[src/rtl/spi_master_pkg.sv]
// Shared definitions for the SPI register-access protocol, used by both the
// master and the slave side.
//   - spi_state_e : 3-bit state encoding of the master FSM
//   - SPI_ADDR_W / SPI_DATA_W / SPI_FRAME_BITS : fixed frame geometry
//   - spi_frame() : builds the 16-bit on-wire frame {addr, rw, data}
package spi_master_pkg;

  typedef enum logic [2:0] {
    SPI_IDLE  = 3'd0,
    SPI_SETUP = 3'd1,
    SPI_SHIFT = 3'd2,
    SPI_HOLD  = 3'd3,
    SPI_GAP   = 3'd4
  } spi_state_e;

  localparam int SPI_ADDR_W     = 7;
  localparam int SPI_DATA_W     = 8;
  localparam int SPI_FRAME_BITS = SPI_ADDR_W + 1 + SPI_DATA_W;

  // Reads carry a zero data field; the slave drives the data on miso instead.
  function automatic logic [SPI_FRAME_BITS-1:0] spi_frame(
    input logic [SPI_ADDR_W-1:0] addr,
    input logic                  rw,
    input logic [SPI_DATA_W-1:0] wdata
  );
    return {addr, rw, (rw ? {SPI_DATA_W{1'b0}} : wdata)};
  endfunction

endpackage

[src/rtl/spi_master_if.sv]
// Bundle of the host-side request/response signals and the four SPI wires.
//   Host side : start, rw, addr, wdata (requests)  busy, done, rdata (status)
//   SPI side  : cs (active low), sclk, mosi (driven by master)  miso (by slave)
// Modports:
//   master : the spi_master block itself
//   slave  : everything on the far side (host logic plus SPI slave)
interface spi_master_if;
  import spi_master_pkg::*;

  logic                  start;
  logic                  rw;
  logic [SPI_ADDR_W-1:0] addr;
  logic [SPI_DATA_W-1:0] wdata;
  logic                  busy;
  logic                  done;
  logic [SPI_DATA_W-1:0] rdata;
  logic                  cs;
  logic                  sclk;
  logic                  mosi;
  logic                  miso;

  modport master (
    input  start, rw, addr, wdata, miso,
    output busy, done, rdata, cs, sclk, mosi
  );

  modport slave (
    output start, rw, addr, wdata, miso,
    input  busy, done, rdata, cs, sclk, mosi
  );

endinterface

[src/rtl/spi_master_sclk_gen.sv]
// Serial clock generator for the SPI master.
//   clk    in  system clock
//   reset  in  asynchronous active-high reset
//   en_i   in  run the divider; while low sclk is held low and the count cleared
//   sclk_o out registered serial clock, CLK_DIV clk cycles per half-period
//   rise_o out one-cycle strobe: sclk goes 0->1 at the coming clk edge
//   fall_o out one-cycle strobe: sclk goes 1->0 at the coming clk edge
module spi_master_sclk_gen #(
  parameter int CLK_DIV = 4
) (
  input  logic clk,
  input  logic reset,
  input  logic en_i,
  output logic sclk_o,
  output logic rise_o,
  output logic fall_o
);

  localparam logic [7:0] HALF_LAST = 8'(CLK_DIV - 1);

  logic [7:0] div_q, div_d;
  logic       sclk_q, sclk_d;
  logic       wrap;

  // The strobes announce the toggle on the same edge that performs it, so the
  // FSM can act on the edge in lock-step with sclk.
  assign wrap = en_i && (div_q == HALF_LAST);

  always_comb begin
    div_d  = div_q;
    sclk_d = sclk_q;
    if (!en_i) begin
      div_d  = '0;
      sclk_d = 1'b0;
    end else if (wrap) begin
      div_d  = '0;
      sclk_d = ~sclk_q;
    end else begin
      div_d  = div_q + 8'd1;
    end
  end

  always_ff @(posedge clk or posedge reset) begin
    if (reset) begin
      div_q  <= '0;
      sclk_q <= 1'b0;
    end else begin
      div_q  <= div_d;
      sclk_q <= sclk_d;
    end
  end

  assign sclk_o = sclk_q;
  assign rise_o = wrap && !sclk_q;
  assign fall_o = wrap &&  sclk_q;

endmodule

[src/rtl/spi_master.sv]
// SPI master for the register-access protocol. One 16-bit frame per request,
// MSB first: addr[6:0], rw, data[7:0]. cs/sclk/mosi are all flop outputs.
//   clk    in  system clock
//   reset  in  asynchronous active-high reset (releases cs immediately)
//   bus    spi_master_if.master
//            start/rw/addr/wdata in : request, latched when accepted
//            busy/done/rdata     out: status and read result
//            cs/sclk/mosi        out: SPI wires; miso in: slave data
module spi_master
  import spi_master_pkg::*;
#(
  parameter int CLK_DIV = 4,
  parameter int ADDR_W  = SPI_ADDR_W,
  parameter int DATA_W  = SPI_DATA_W
) (
  input logic          clk,
  input logic          reset,
  spi_master_if.master bus
);

  localparam int         FRAME_W        = ADDR_W + 1 + DATA_W;
  localparam logic [8:0] DIV_LAST       = 9'(CLK_DIV - 1);
  localparam logic [8:0] GAP_LAST       = 9'(2 * CLK_DIV - 1);
  localparam logic [3:0] LAST_BIT       = 4'(FRAME_W - 1);
  localparam logic [3:0] FIRST_DATA_BIT = 4'(ADDR_W + 1);

  spi_state_e         state_q, state_d;
  logic [8:0]         cnt_q, cnt_d;
  logic [FRAME_W-1:0] tx_q, tx_d;
  logic [DATA_W-1:0]  rx_q, rx_d;
  logic [3:0]         bit_q, bit_d;
  logic               rw_q, rw_d;
  logic               cs_q, cs_d;
  logic               mosi_q, mosi_d;
  logic               busy_q, busy_d;
  logic               done_q, done_d;
  logic [DATA_W-1:0]  rdata_q, rdata_d;

  logic               sclk_w, rise_w, fall_w;
  logic               accept_w;
  logic [FRAME_W-1:0] frame_w;

  spi_master_sclk_gen #(.CLK_DIV(CLK_DIV)) u_sclk_gen (
    .clk    (clk),
    .reset  (reset),
    .en_i   (state_q == SPI_SHIFT),
    .sclk_o (sclk_w),
    .rise_o (rise_w),
    .fall_o (fall_w)
  );

  // start is looked at in IDLE and on the closing cycle of GAP. Accepting on
  // the last GAP cycle is what makes the cs-high time between back-to-back
  // frames exactly 2*CLK_DIV instead of 2*CLK_DIV+1.
  assign accept_w = bus.start &&
                    ((state_q == SPI_IDLE) ||
                     ((state_q == SPI_GAP) && (cnt_q == GAP_LAST)));

  assign frame_w = spi_frame(bus.addr, bus.rw, bus.wdata);

  // State and datapath registers
  always_ff @(posedge clk or posedge reset) begin
    if (reset) begin
      state_q <= SPI_IDLE;
      cnt_q   <= '0;
      tx_q    <= '0;
      rx_q    <= '0;
      bit_q   <= '0;
      rw_q    <= 1'b0;
      cs_q    <= 1'b1;
      mosi_q  <= 1'b0;
      busy_q  <= 1'b0;
      done_q  <= 1'b0;
      rdata_q <= '0;
    end else begin
      state_q <= state_d;
      cnt_q   <= cnt_d;
      tx_q    <= tx_d;
      rx_q    <= rx_d;
      bit_q   <= bit_d;
      rw_q    <= rw_d;
      cs_q    <= cs_d;
      mosi_q  <= mosi_d;
      busy_q  <= busy_d;
      done_q  <= done_d;
      rdata_q <= rdata_d;
    end
  end

  // Next-state logic. cnt_q times SETUP/HOLD/GAP and restarts on every state
  // change; SHIFT is paced by the sclk generator instead.
  always_comb begin
    state_d = state_q;
    cnt_d   = cnt_q + 9'd1;
    case (state_q)
      SPI_IDLE: begin
        cnt_d = '0;
        if (accept_w) state_d = SPI_SETUP;
      end
      SPI_SETUP: begin
        if (cnt_q == DIV_LAST) begin
          state_d = SPI_SHIFT;
          cnt_d   = '0;
        end
      end
      SPI_SHIFT: begin
        cnt_d = '0;
        if (fall_w && (bit_q == LAST_BIT)) state_d = SPI_HOLD;
      end
      SPI_HOLD: begin
        if (cnt_q == DIV_LAST) begin
          state_d = SPI_GAP;
          cnt_d   = '0;
        end
      end
      SPI_GAP: begin
        if (cnt_q == GAP_LAST) begin
          state_d = accept_w ? SPI_SETUP : SPI_IDLE;
          cnt_d   = '0;
        end
      end
      default: begin
        state_d = SPI_IDLE;
        cnt_d   = '0;
      end
    endcase
  end

  // Output / datapath next values
  always_comb begin
    tx_d    = tx_q;
    rx_d    = rx_q;
    bit_d   = bit_q;
    rw_d    = rw_q;
    cs_d    = cs_q;
    mosi_d  = mosi_q;
    busy_d  = busy_q;
    done_d  = 1'b0;
    rdata_d = rdata_q;
    case (state_q)
      SPI_IDLE, SPI_GAP: begin
        if (accept_w) begin
          tx_d   = frame_w;
          rw_d   = bus.rw;
          rx_d   = '0;
          bit_d  = '0;
          cs_d   = 1'b0;
          busy_d = 1'b1;
          mosi_d = frame_w[FRAME_W-1];
        end
      end
      SPI_SHIFT: begin
        // Data bits of a read are captured on the rising edge.
        if (rise_w && rw_q && (bit_q >= FIRST_DATA_BIT)) begin
          rx_d = {rx_q[DATA_W-2:0], bus.miso};
        end
        if (fall_w) begin
          tx_d   = {tx_q[FRAME_W-2:0], 1'b0};
          bit_d  = bit_q + 4'd1;
          mosi_d = (bit_q == LAST_BIT) ? 1'b0 : tx_q[FRAME_W-2];
        end
      end
      SPI_HOLD: begin
        // Last HOLD cycle: release cs and report completion on the first GAP cycle.
        if (cnt_q == DIV_LAST) begin
          cs_d   = 1'b1;
          busy_d = 1'b0;
          done_d = 1'b1;
          if (rw_q) rdata_d = rx_q;
        end
      end
      default: ;
    endcase
  end

  assign bus.cs    = cs_q;
  assign bus.sclk  = sclk_w;
  assign bus.mosi  = mosi_q;
  assign bus.busy  = busy_q;
  assign bus.done  = done_q;
  assign bus.rdata = rdata_q;

endmodule

[src/flat_wrapper.sv]
// flat-port wrapper written by rule: the top's interface ports become plain ports
module spi_master_flat import spi_master_pkg::*;
#(
  parameter int CLK_DIV = 4,
  parameter int ADDR_W  = SPI_ADDR_W,
  parameter int DATA_W  = SPI_DATA_W
)
  (clk, reset, bus_start, bus_rw, bus_addr, bus_wdata, bus_miso, bus_busy, bus_done, bus_rdata, bus_cs, bus_sclk, bus_mosi);
  spi_master_if bus_i ();
  input logic clk;
  input logic reset;
  input wire logic [$bits(bus_i.start)-1:0] bus_start;
  input wire logic [$bits(bus_i.rw)-1:0] bus_rw;
  input wire logic [$bits(bus_i.addr)-1:0] bus_addr;
  input wire logic [$bits(bus_i.wdata)-1:0] bus_wdata;
  input wire logic [$bits(bus_i.miso)-1:0] bus_miso;
  output wire logic [$bits(bus_i.busy)-1:0] bus_busy;
  output wire logic [$bits(bus_i.done)-1:0] bus_done;
  output wire logic [$bits(bus_i.rdata)-1:0] bus_rdata;
  output wire logic [$bits(bus_i.cs)-1:0] bus_cs;
  output wire logic [$bits(bus_i.sclk)-1:0] bus_sclk;
  output wire logic [$bits(bus_i.mosi)-1:0] bus_mosi;
  assign bus_i.start = bus_start;
  assign bus_i.rw = bus_rw;
  assign bus_i.addr = bus_addr;
  assign bus_i.wdata = bus_wdata;
  assign bus_i.miso = bus_miso;
  assign bus_busy = bus_i.busy;
  assign bus_done = bus_i.done;
  assign bus_rdata = bus_i.rdata;
  assign bus_cs = bus_i.cs;
  assign bus_sclk = bus_i.sclk;
  assign bus_mosi = bus_i.mosi;
  spi_master #(.CLK_DIV(CLK_DIV), .ADDR_W(ADDR_W), .DATA_W(DATA_W)) u_core (.clk(clk), .reset(reset), .bus(bus_i));
endmodule
[config.mk]
export PLATFORM = sky130hd
export DESIGN_NAME = spi_master_flat
export DESIGN_NICKNAME = d
export VERILOG_FILES = /design/src/rtl/spi_master_pkg.sv /design/src/rtl/spi_master_if.sv /design/src/rtl/spi_master_sclk_gen.sv /design/src/rtl/spi_master.sv /design/src/flat_wrapper.sv
export SDC_FILE = /design/constraint.sdc
export NUM_CORES = 1
export LEC_CHECK = 0
export CAP_MARGIN = 20
export CORE_MARGIN = 2
export CORE_UTILIZATION = 35
export CTS_CLUSTER_DIAMETER = 30
export DETAILED_ROUTE_END_ITERATION = 10
export PLACE_DENSITY_LB_ADDON = 0.2
export REMOVE_ABC_BUFFERS = 1
export SLEW_MARGIN = 20
export SYNTH_ARGS = -nofsm -noshare
export SYNTH_HDL_FRONTEND = slang
export SYNTH_HIERARCHICAL = 1
export SYNTH_SLANG_ARGS = --single-unit
[constraint.sdc]
create_clock -name clk -period 8.9 [get_ports clk]
set_clock_uncertainty 0.2 [all_clocks]
set_input_delay 1.78 -clock clk [delete_from_list [all_inputs] [get_ports clk]]
set_output_delay 1.78 -clock clk [all_outputs]
set_load 0.02 [all_outputs]
==> results.ini, run 1 <==
[cts]
clock_tree.root_cell=sky130_fd_sc_hd__clkbuf_8
h-tree-depth=3
worst_setup_hold_path_clk_slew_ps=70
cts_hold_buffers=0
postCtsSetupBuffers=0
cts_max_path_buffers=2
clock_tree_from_tritoncts=done
cts.sinks=61
tritoncts.num_buffers=9
cts_repair_resize_count=0
clock_latency_ps=340

[critical_path]
crit_chain=clkdlybuf4s50_1 -> mux2i_1 -> or3_1 -> a221o_1
worst_path_max_delay_cell=sky130_fd_sc_hd__or3_1
timing_worst_setup_path_type=primary input to flop
ff2ff_path_depth=8
critical_path.max_fanout=19
timing.rr.end=u_core/bit_q[2]
endpoint_kind=flop
cp.arrival_ps=3510
cpPeakStageDelay_ps=690
r2r-start=u_core/state_q[0]
crit_path_start_kind=primary input
crit_required_ps=8920
reg2reg_slack_ps=5640

[place]
portBuffers=32
post_dp_cell_area_um2=3300
place_ws_ps=5040
globalplace.congestion=0.704
place_hpwl_um=3500

[sta]
finalCritPeriodShare_pct=39.2
slew_headroom_pct=40.2
post-route-worst-setup-slack_ps=5410
tightestPinTransition_ps=897
finalMaxSlewViolations=0
finalSetupViolCount=0
setup_total_negative_slack_ps=0
fmax_mhz=287
final.hold.worst_slack_ps=263
setup_repair_after_global_routing_missed_its_margin=false
final.min_clock_period_ps=3490
hold_viol=0

[finish]
antenna-diode-count=0
design.final.nets=329
mostFrequentLayoutCells=60 x sky130_fd_sc_hd__dfrtp_1, 32 x sky130_fd_sc_hd__clkdlybuf4s50_1, 25 x sky130_fd_sc_hd__mux2_2, 25 x sky130_fd_sc_hd__nand2_1, 24 x sky130_fd_sc_hd__nor2_1
final_area_um2=3500
drive_above_1_share_pct=15.9
n_fill_cell=819
final_common_cell=sky130_fd_sc_hd__dfrtp_1
syn_to_final_growth_pct=21.4

[synth]
synth_simple_gate_area_share_pct=17.7
syn-instance-count=268
largest_family_of_logic_cells_by_synthesized_area=simple AND/OR/NAND/NOR gates
synthesized_area_fraction_occupied_by_xor_and_xnor_cells_pct=3.34
post_synth_mux_area_share_pct=12.5
yosys.area.top_type=sky130_fd_sc_hd__dfrtp_1
synth.avg_cell_area_um2=10.8
synth_sequential_area_ratio_pct=53.0
synth.yosys.warnings=6
synth_compound_area_share_pct=7.11
synthDistinctLibCells=36
synthTopCellsByArea=sky130_fd_sc_hd__dfrtp_1 52%, sky130_fd_sc_hd__mux2_2 9.8%, sky130_fd_sc_hd__nand2_1 3.3%
synth.cell_area_um2=2880
synth_largest_type_area_fraction_pct=52.1
post_synth_fa_ha_maj_area_fraction_pct=2.17
ys_ff_latch=61

[detailed_routing]
vias=1981
detail_route.drc_violations=0
ant_nets=0
drt_first_iter_violations=71
avgViaCountPerCell=4.79
drt-wirelength-per-cell_um=12.7
route.final.wire_length_um=5260
dr.pass1.iters=4

[power]
power_density_nw_per_um2=235
total_leakage_power_nw=1.52
vdd.ir_drop.worst_v=0.0000941

[global_routing]
global_route.usage.total_pct=13.4
grt_max_degree=53
grt_first_pass_wirelength_um=9260
global_route.overflow_total=0
vias_in_the_first_global_route=2059
antenna_found_initial=0

[min_path]
hold_end=u_core/cnt_q[0]
worstHoldPathCells=1
min_from=u_core/cnt_q[0]
hold_class=flop to flop

[floorplanning]
core_area_um2=8090
ioPinCount=33
start_util_pct=35.6
dieHeight_um=94.8
placementRows=33
fp.dieW_um=94.8
dieArea_um2=8980

[run_status]
status=completed

[run]
max-cap-violations=0

-- critical path, delay by kind of cell --
family          cells  cell delay, ps
simple gates        1             690
buf+inv             1             490
compound gates      1             470
mux                 1              70
-- cell usage after synthesis --
library cell,instances
sky130_fd_sc_hd__dfrtp_1,60
sky130_fd_sc_hd__mux2_2,25
sky130_fd_sc_hd__nand2_1,25
sky130_fd_sc_hd__nor2_1,24
sky130_fd_sc_hd__inv_1,19
sky130_fd_sc_hd__o21ai_0,13
sky130_fd_sc_hd__a21oi_1,12
sky130_fd_sc_hd__nand3_1,12
sky130_fd_sc_hd__nor3b_1,9
sky130_fd_sc_hd__mux2i_1,8
sky130_fd_sc_hd__clkbuf_1,6
sky130_fd_sc_hd__nor2b_1,6
sky130_fd_sc_hd__or3_1,6
sky130_fd_sc_hd__xnor2_1,6
sky130_fd_sc_hd__ha_1,5
sky130_fd_sc_hd__nand4_1,5
sky130_fd_sc_hd__xor2_1,5
sky130_fd_sc_hd__a21o_1,2
sky130_fd_sc_hd__buf_6,2
sky130_fd_sc_hd__nor4_1,2
sky130_fd_sc_hd__a221o_1,1
sky130_fd_sc_hd__a311o_1,1
sky130_fd_sc_hd__a32oi_1,1
sky130_fd_sc_hd__a41oi_2,1
sky130_fd_sc_hd__and3_1,1
sky130_fd_sc_hd__and4_1,1
sky130_fd_sc_hd__and4b_1,1
sky130_fd_sc_hd__buf_1,1
sky130_fd_sc_hd__dfstp_2,1
sky130_fd_sc_hd__nand3b_1,1
sky130_fd_sc_hd__nor3b_2,1
sky130_fd_sc_hd__nor4_4,1
sky130_fd_sc_hd__o21ai_1,1
sky130_fd_sc_hd__o22a_1,1
sky130_fd_sc_hd__o22ai_1,1
sky130_fd_sc_hd__or4b_4,1
-- where the power goes --
group / total (W) / leakage (nW) / switching [W] / internal (W)
Sequential: 0.000375 / 0.807 / 0.0000424 / 0.000332
Combinational: 0.000204 / 0.624 / 0.000103 / 0.000101
Clock: 0.000243 / 0.0918 / 0.000113 / 0.000130
Total: 0.000821 / 1.52 / 0.000258 / 0.000563
-- cells by family after synthesis --
kind of cell    Yosys count
simple gates             96
flops                    61
compound gates           34
mux                      33
buf+inv                  28
xor+xnor                 11
fa+ha+maj                 5
-- routing by layer --
layer | routed length [um] | GRT usage (%) | up-vias | share of wire [%]
met2 | 2430 | 20.7 | 24 | 46
met5 | 0 | 0 | - | 0
met4 | 67 | 4.35 | 0 | 1.3
li1 | - | - | 999 | -
met1 | 2530 | 17.3 | 952 | 48
met3 | 229 | 4.95 | 6 | 4.4
-- area by class of cell --
cell class	count	area (um2)	area share [%]
Sequential cell	61	1530	43.6
Multi-Input combinational cell	179	1240	35.3
Timing Repair Buffer	34	335	9.58
Tap cell	105	131	3.75
Clock buffer	9	124	3.54
Clock inverter	7	75.1	2.14
Inverter	19	71.3	2.04
-- state kept, by name (all words and copies together), names as in the netlist --
| signal | flops |
|---|---|
| u_core/state_q | 3 |
| u_core/u_sclk_gen/div_q | 8 |
| u_core/rx_q | 8 |
| u_core/tx_q | 15 |
| u_core/rw_q | 1 |
| u_core/u_sclk_gen/sclk_o | 1 |
| u_core/bus.rdata | 8 |
| u_core/bus.busy | 1 |
| u_core/bus.cs | 1 |
| u_core/cnt_q | 9 |
| u_core/bus.mosi | 1 |
| u_core/bit_q | 4 |
| u_core/bus.done | 1 |
-- through the flow --
step / total power, W / std cells / util (%)
after global placement: 0.000583 / 398 / 40.8
final: 0.000821 / 414 / 43.3
after global routing: 0.000882 / 414 / 43.3
after detailed placement: 0.000589 / 398 / 40.8
after floorplan: 0.000520 / 259 / -
after CTS: 0.000838 / 414 / 43.3
-- worst max path at each step --
stage	from	endpoint	slack [ps]
2_1_floorplan	u_core/state_q[0]	u_core/bit_q[2]	5390
3_3_place_gp	bus_start	u_core/bit_q[2]	5040
3_5_place_dp	bus_start	u_core/bit_q[2]	5040
4_1_cts	bus_start	u_core/bit_q[2]	5420
5_1_grt	bus_start	u_core/bit_q[2]	5320
6_report	bus_start	u_core/bit_q[2]	5410
Note: power is estimated with default switching activity, not from simulation.
==> run 2, diff against run 1 <==
clock period = 3.1 ns   (was 8.9 ns; I/O delays follow)
==> results.ini, run 2 (synthesis results as in run 1) <==
[sta]
finalCritPeriodShare_pct=89.9
slew_headroom_pct=44.9
setup_total_negative_slack_ps=0
tightestPinTransition_ps=826
fmax_mhz=359
hold_viol=0
finalMaxSlewViolations=0
setup_repair_after_global_routing_missed_its_margin=false
finalSetupViolCount=0
final.min_clock_period_ps=2790

[finish]
largest_register_ffs=15
layout_top_registers=u_core/tx_q x15, u_core/cnt_q x9
mostFrequentLayoutCells=60 x sky130_fd_sc_hd__dfrtp_1, 32 x sky130_fd_sc_hd__clkdlybuf4s50_1, 25 x sky130_fd_sc_hd__mux2_2, 25 x sky130_fd_sc_hd__nand2_1, 24 x sky130_fd_sc_hd__nor2_1
design.final.nets=332
syn_to_final_growth_pct=21.5
drive_above_1_share_pct=16.3
largest-register=u_core/tx_q
final_common_cell=sky130_fd_sc_hd__dfrtp_1
final_cell_count_no_fill=417
n_fill_cell=812
antenna-diode-count=0
final_area_um2=3500

[critical_path]
ff2ff_path_depth=8
critical_path.max_fanout=8
r2r-start=u_core/u_sclk_gen/div_q[0]
endpoint_kind=flop
timing_worst_setup_path_type=flop to flop
crit_path_start_kind=flop
reg2reg_slack_ps=310
crit_required_ps=3130
timing.rr.end=u_core/bit_q[2]
cp.arrival_ps=2820

[floorplanning]
ioPinCount=33
dieArea_um2=8980
start_util_pct=35.6
dieHeight_um=94.8
fp.dieW_um=94.8
core_area_um2=8090
placementRows=33

[min_path]
hold_end=u_core/cnt_q[0]
hold_class=flop to flop
min_from=u_core/cnt_q[0]
worstHoldPathCells=1

[global_routing]
grt_max_degree=32
antenna_found_initial=0
vias_in_the_first_global_route=1999
grt_first_pass_wirelength_um=9340
global_route.usage.total_pct=13.6
global_route.overflow_total=0

[detailed_routing]
detailroute.wirelength.met2_um=2510
dr.pass1.iters=5
dr.max_layer_used=met4
drt-wirelength-per-cell_um=12.8
met1_length_um=2490
ant_nets=0
met3WireLength_um=246
detail_route.drc_violations=0
drt_first_iter_violations=82
route.final.wire_length_um=5350
avgViaCountPerCell=4.84
vias=2017

[place]
post_dp_cell_area_um2=3340
place_hpwl_um=3650
portBuffers=32
placed_cells_incl_taps=401
globalplace.congestion=0.714

[cts]
cts_max_path_buffers=2
postCtsSetupBuffers=0
worst_setup_hold_path_clk_slew_ps=70
cts_hold_buffers=0
clock_latency_ps=340
h-tree-depth=3
cts_repair_resize_count=0
cts.sinks=61
clock_tree.root_cell=sky130_fd_sc_hd__clkbuf_8
clock_tree_from_tritoncts=done
tritoncts.num_buffers=9

[run_status]
status=completed

[power]
power_density_nw_per_um2=650
power_w=0.00228
vdd.ir_drop.worst_v=0.000265
total_leakage_power_nw=1.52

[run]
max-cap-violations=0

==> run 2: final cells by class <==
type	count	area (um2)	area share [%]
tap	105	131	3.75
inverter	19	71.3	2.03
clock buffer	10	128	3.64
clock inverter	6	40.0	1.14
multi-input combinational	179	1240	35.3
sequential	61	1530	43.6
timing repair buffer	37	370	10.6
==> run 2: per-stage QoR <==
stage | util (%) | hold WS, ps | setup slack (ps)
3_3_place_gp | 41.2 | 254 | 348
2_1_floorplan | - | 233 | -407
6_report | 43.3 | 261 | 313
5_1_grt | 43.3 | 287 | 100
4_1_cts | 43.3 | 266 | 302
3_5_place_dp | 41.2 | 256 | 305
==> run 2: where the power goes <==
group	leakage, nW	switching (W)	internal [W]
Clock	0.0743	0.000314	0.000286
Combinational	0.643	0.000298	0.000304
Sequential	0.807	0.000120	0.000954
Total	1.52	0.000733	0.00154
==> run 2: worst max-delay path by stage <==
stage,to,startpoint,slack (ps)
2_1_floorplan,u_core/bit_q[2],u_core/state_q[0],-410
3_3_place_gp,u_core/bit_q[2],u_core/u_sclk_gen/div_q[0],350
3_5_place_dp,u_core/bit_q[2],u_core/u_sclk_gen/div_q[0],300
4_1_cts,u_core/bit_q[2],u_core/u_sclk_gen/div_q[0],300
5_1_grt,u_core/bit_q[2],u_core/u_sclk_gen/div_q[0],100
6_report,u_core/bit_q[2],u_core/u_sclk_gen/div_q[0],310
==> run 2: routing by layer <==
metal / vias up / global-route usage, %
met1: 982 / 17.5
met3: 8 / 4.23
met4: 0 / 5.80
met2: 32 / 21.0
li1: 995 / -
met5: - / 0
==> run 2: worst max-delay path: stages, from the launching register on <==
cell and delay, ps:
sky130_fd_sc_hd__dfrtp_1 420, sky130_fd_sc_hd__ha_1 200, sky130_fd_sc_hd__or4b_4 500, sky130_fd_sc_hd__nor4_1 210
sky130_fd_sc_hd__nor2b_1 190, sky130_fd_sc_hd__mux2i_1 90, sky130_fd_sc_hd__or3_1 340, sky130_fd_sc_hd__buf_4 190
sky130_fd_sc_hd__a221o_1 340
==> run 3, diff against run 2 <==
CAP_MARGIN = not set   (was 20)
CORE_UTILIZATION = 44   (was 35)
==> results.ini, run 3 (synthesis results as in run 1) <==
[run_status]
status=completed

[critical_path]
crit_path_start_kind=flop
reg2reg_slack_ps=320
r2r-start=u_core/u_sclk_gen/div_q[0]
cpPeakStageDelay_ps=500
worst_path_max_delay_cell=sky130_fd_sc_hd__or4b_4
cp.arrival_ps=2790
endpoint_kind=flop
ff2ff_path_depth=8
crit_path_start=u_core/u_sclk_gen/div_q[0]
crit_chain=ha_1 -> or4b_4 -> nor4_1 -> nor2b_1 -> mux2i_1 -> or3_1 -> buf_4 -> mux2_2
timing.rr.end=u_core/bus.mosi
crit_required_ps=3110
timing_worst_setup_path_type=flop to flop
critical_path.max_fanout=18

[global_routing]
grtUsageMet1_pct=21.8
grt_first_pass_wirelength_um=9020
grt_use_met3_pct=4.09
busiest_layer=met2
global_route.usage.total_pct=15.8
grt_max_degree=27
global_route.usage.met2_pct=23.7
vias_in_the_first_global_route=1950
antenna_found_initial=0
global_route.overflow_total=0

[floorplanning]
dieArea_um2=7220
ioPinCount=33
fp.dieW_um=85.0
placementRows=29
core_area_um2=6350
start_util_pct=45.4
dieHeight_um=85.0

[sta]
final.hold.worst_slack_ps=261
final.min_clock_period_ps=2780
setup_repair_after_global_routing_missed_its_margin=false
tightestPinTransition_ps=794
hold_viol=0
finalMaxSlewViolations=0
finalSetupViolCount=0
finalCritPeriodShare_pct=89.7
slew_headroom_pct=47.0
fmax_mhz=360

[finish]
final_area_um2=3500
design.final.nets=333
largest_register_ffs=15
largest-register=u_core/tx_q
mostFrequentLayoutCells=60 x sky130_fd_sc_hd__dfrtp_1, 32 x sky130_fd_sc_hd__clkdlybuf4s50_1, 25 x sky130_fd_sc_hd__mux2_2, 25 x sky130_fd_sc_hd__nand2_1, 24 x sky130_fd_sc_hd__nor2_1
antenna-diode-count=0
drive_above_1_share_pct=16.3
syn_to_final_growth_pct=21.5
n_fill_cell=564
layout_top_registers=u_core/tx_q x15, u_core/cnt_q x9
utilization_pct=55.2
final_common_cell=sky130_fd_sc_hd__dfrtp_1

[detailed_routing]
ant_nets=0
drt_first_iter_violations=94
vias=2002
detail_route.drc_violations=0
route.final.wire_length_um=5070
avgViaCountPerCell=5.13
dr.pass1.iters=4
drt-wirelength-per-cell_um=13.0

[cts]
cts.sinks=61
clock_tree_from_tritoncts=done
postCtsSetupBuffers=0
cts_hold_buffers=0
worst_setup_hold_path_clk_slew_ps=60
h-tree-depth=3
clock_tree.root_cell=sky130_fd_sc_hd__clkbuf_8
cts_repair_resize_count=0
cts_max_path_buffers=2
clock_latency_ps=330
tritoncts.num_buffers=9

[min_path]
worstHoldPathCells=2
hold_class=flop to flop
hold_end=u_core/bus.cs
min_from=u_core/bus.cs

[place]
place_hpwl_um=3540
portBuffers=32
globalplace.congestion=0.775
post_dp_cell_area_um2=3300

[run]
max-cap-violations=0

[power]
vdd.ir_drop.worst_v=0.000429
power_density_nw_per_um2=689
total_leakage_power_nw=1.56

run 3: power breakdown:
part	total, W	internal, W	switching [W]
Sequential	0.00107	0.000955	0.000120
Clock	0.000742	0.000449	0.000293
Combinational	0.000597	0.000299	0.000298
run 3: cell type report:
cell class / count / area, um2 / area share [%]
clock inverter: 5 / 75.1 / 2.14
tap: 77 / 96.3 / 2.75
clock buffer: 11 / 131 / 3.75
inverter: 19 / 71.3 / 2.04
multi-input combinational: 179 / 1240 / 35.3
timing repair buffer: 38 / 365 / 10.4
sequential: 61 / 1530 / 43.6
run 3: metal layers:
metal	wire length (um)	vias up
met5	0	-
met4	61	0
met3	158	6
met2	2400	24
met1	2450	971
li1	-	1001
run 3: critical path: cells and delay by family, from the launching register on:
| family | cells | cell delay (ps) |
|---|---|---|
| and+or+nand+nor | 4 | 1240 |
| muxes | 2 | 370 |
| DFF | 1 | 410 |
| adders and majority gates | 1 | 200 |
| buffers and inverters | 1 | 230 |
run 3: how the worst max path moves through the flow:
stage                            to  cells after the start
floorplan           u_core/bit_q[2]                      7
global placement     u_core/tx_q[8]                      8
detailed placement   u_core/tx_q[9]                      8
CTS                 u_core/bus.mosi                      8
global route        u_core/bus.mosi                      8
finish              u_core/bus.mosi                      8
run 3: stage by stage:
stage	setup TNS [ps]	total power (W)	instances	setup slack, ps
after detailed placement	0	0.00170	374	342
final	0	0.00241	390	321
after global routing	0	0.00258	390	133
after floorplan	-5320	0.00149	259	-407
after global placement	0	0.00168	374	393
after CTS	0	0.00245	390	322
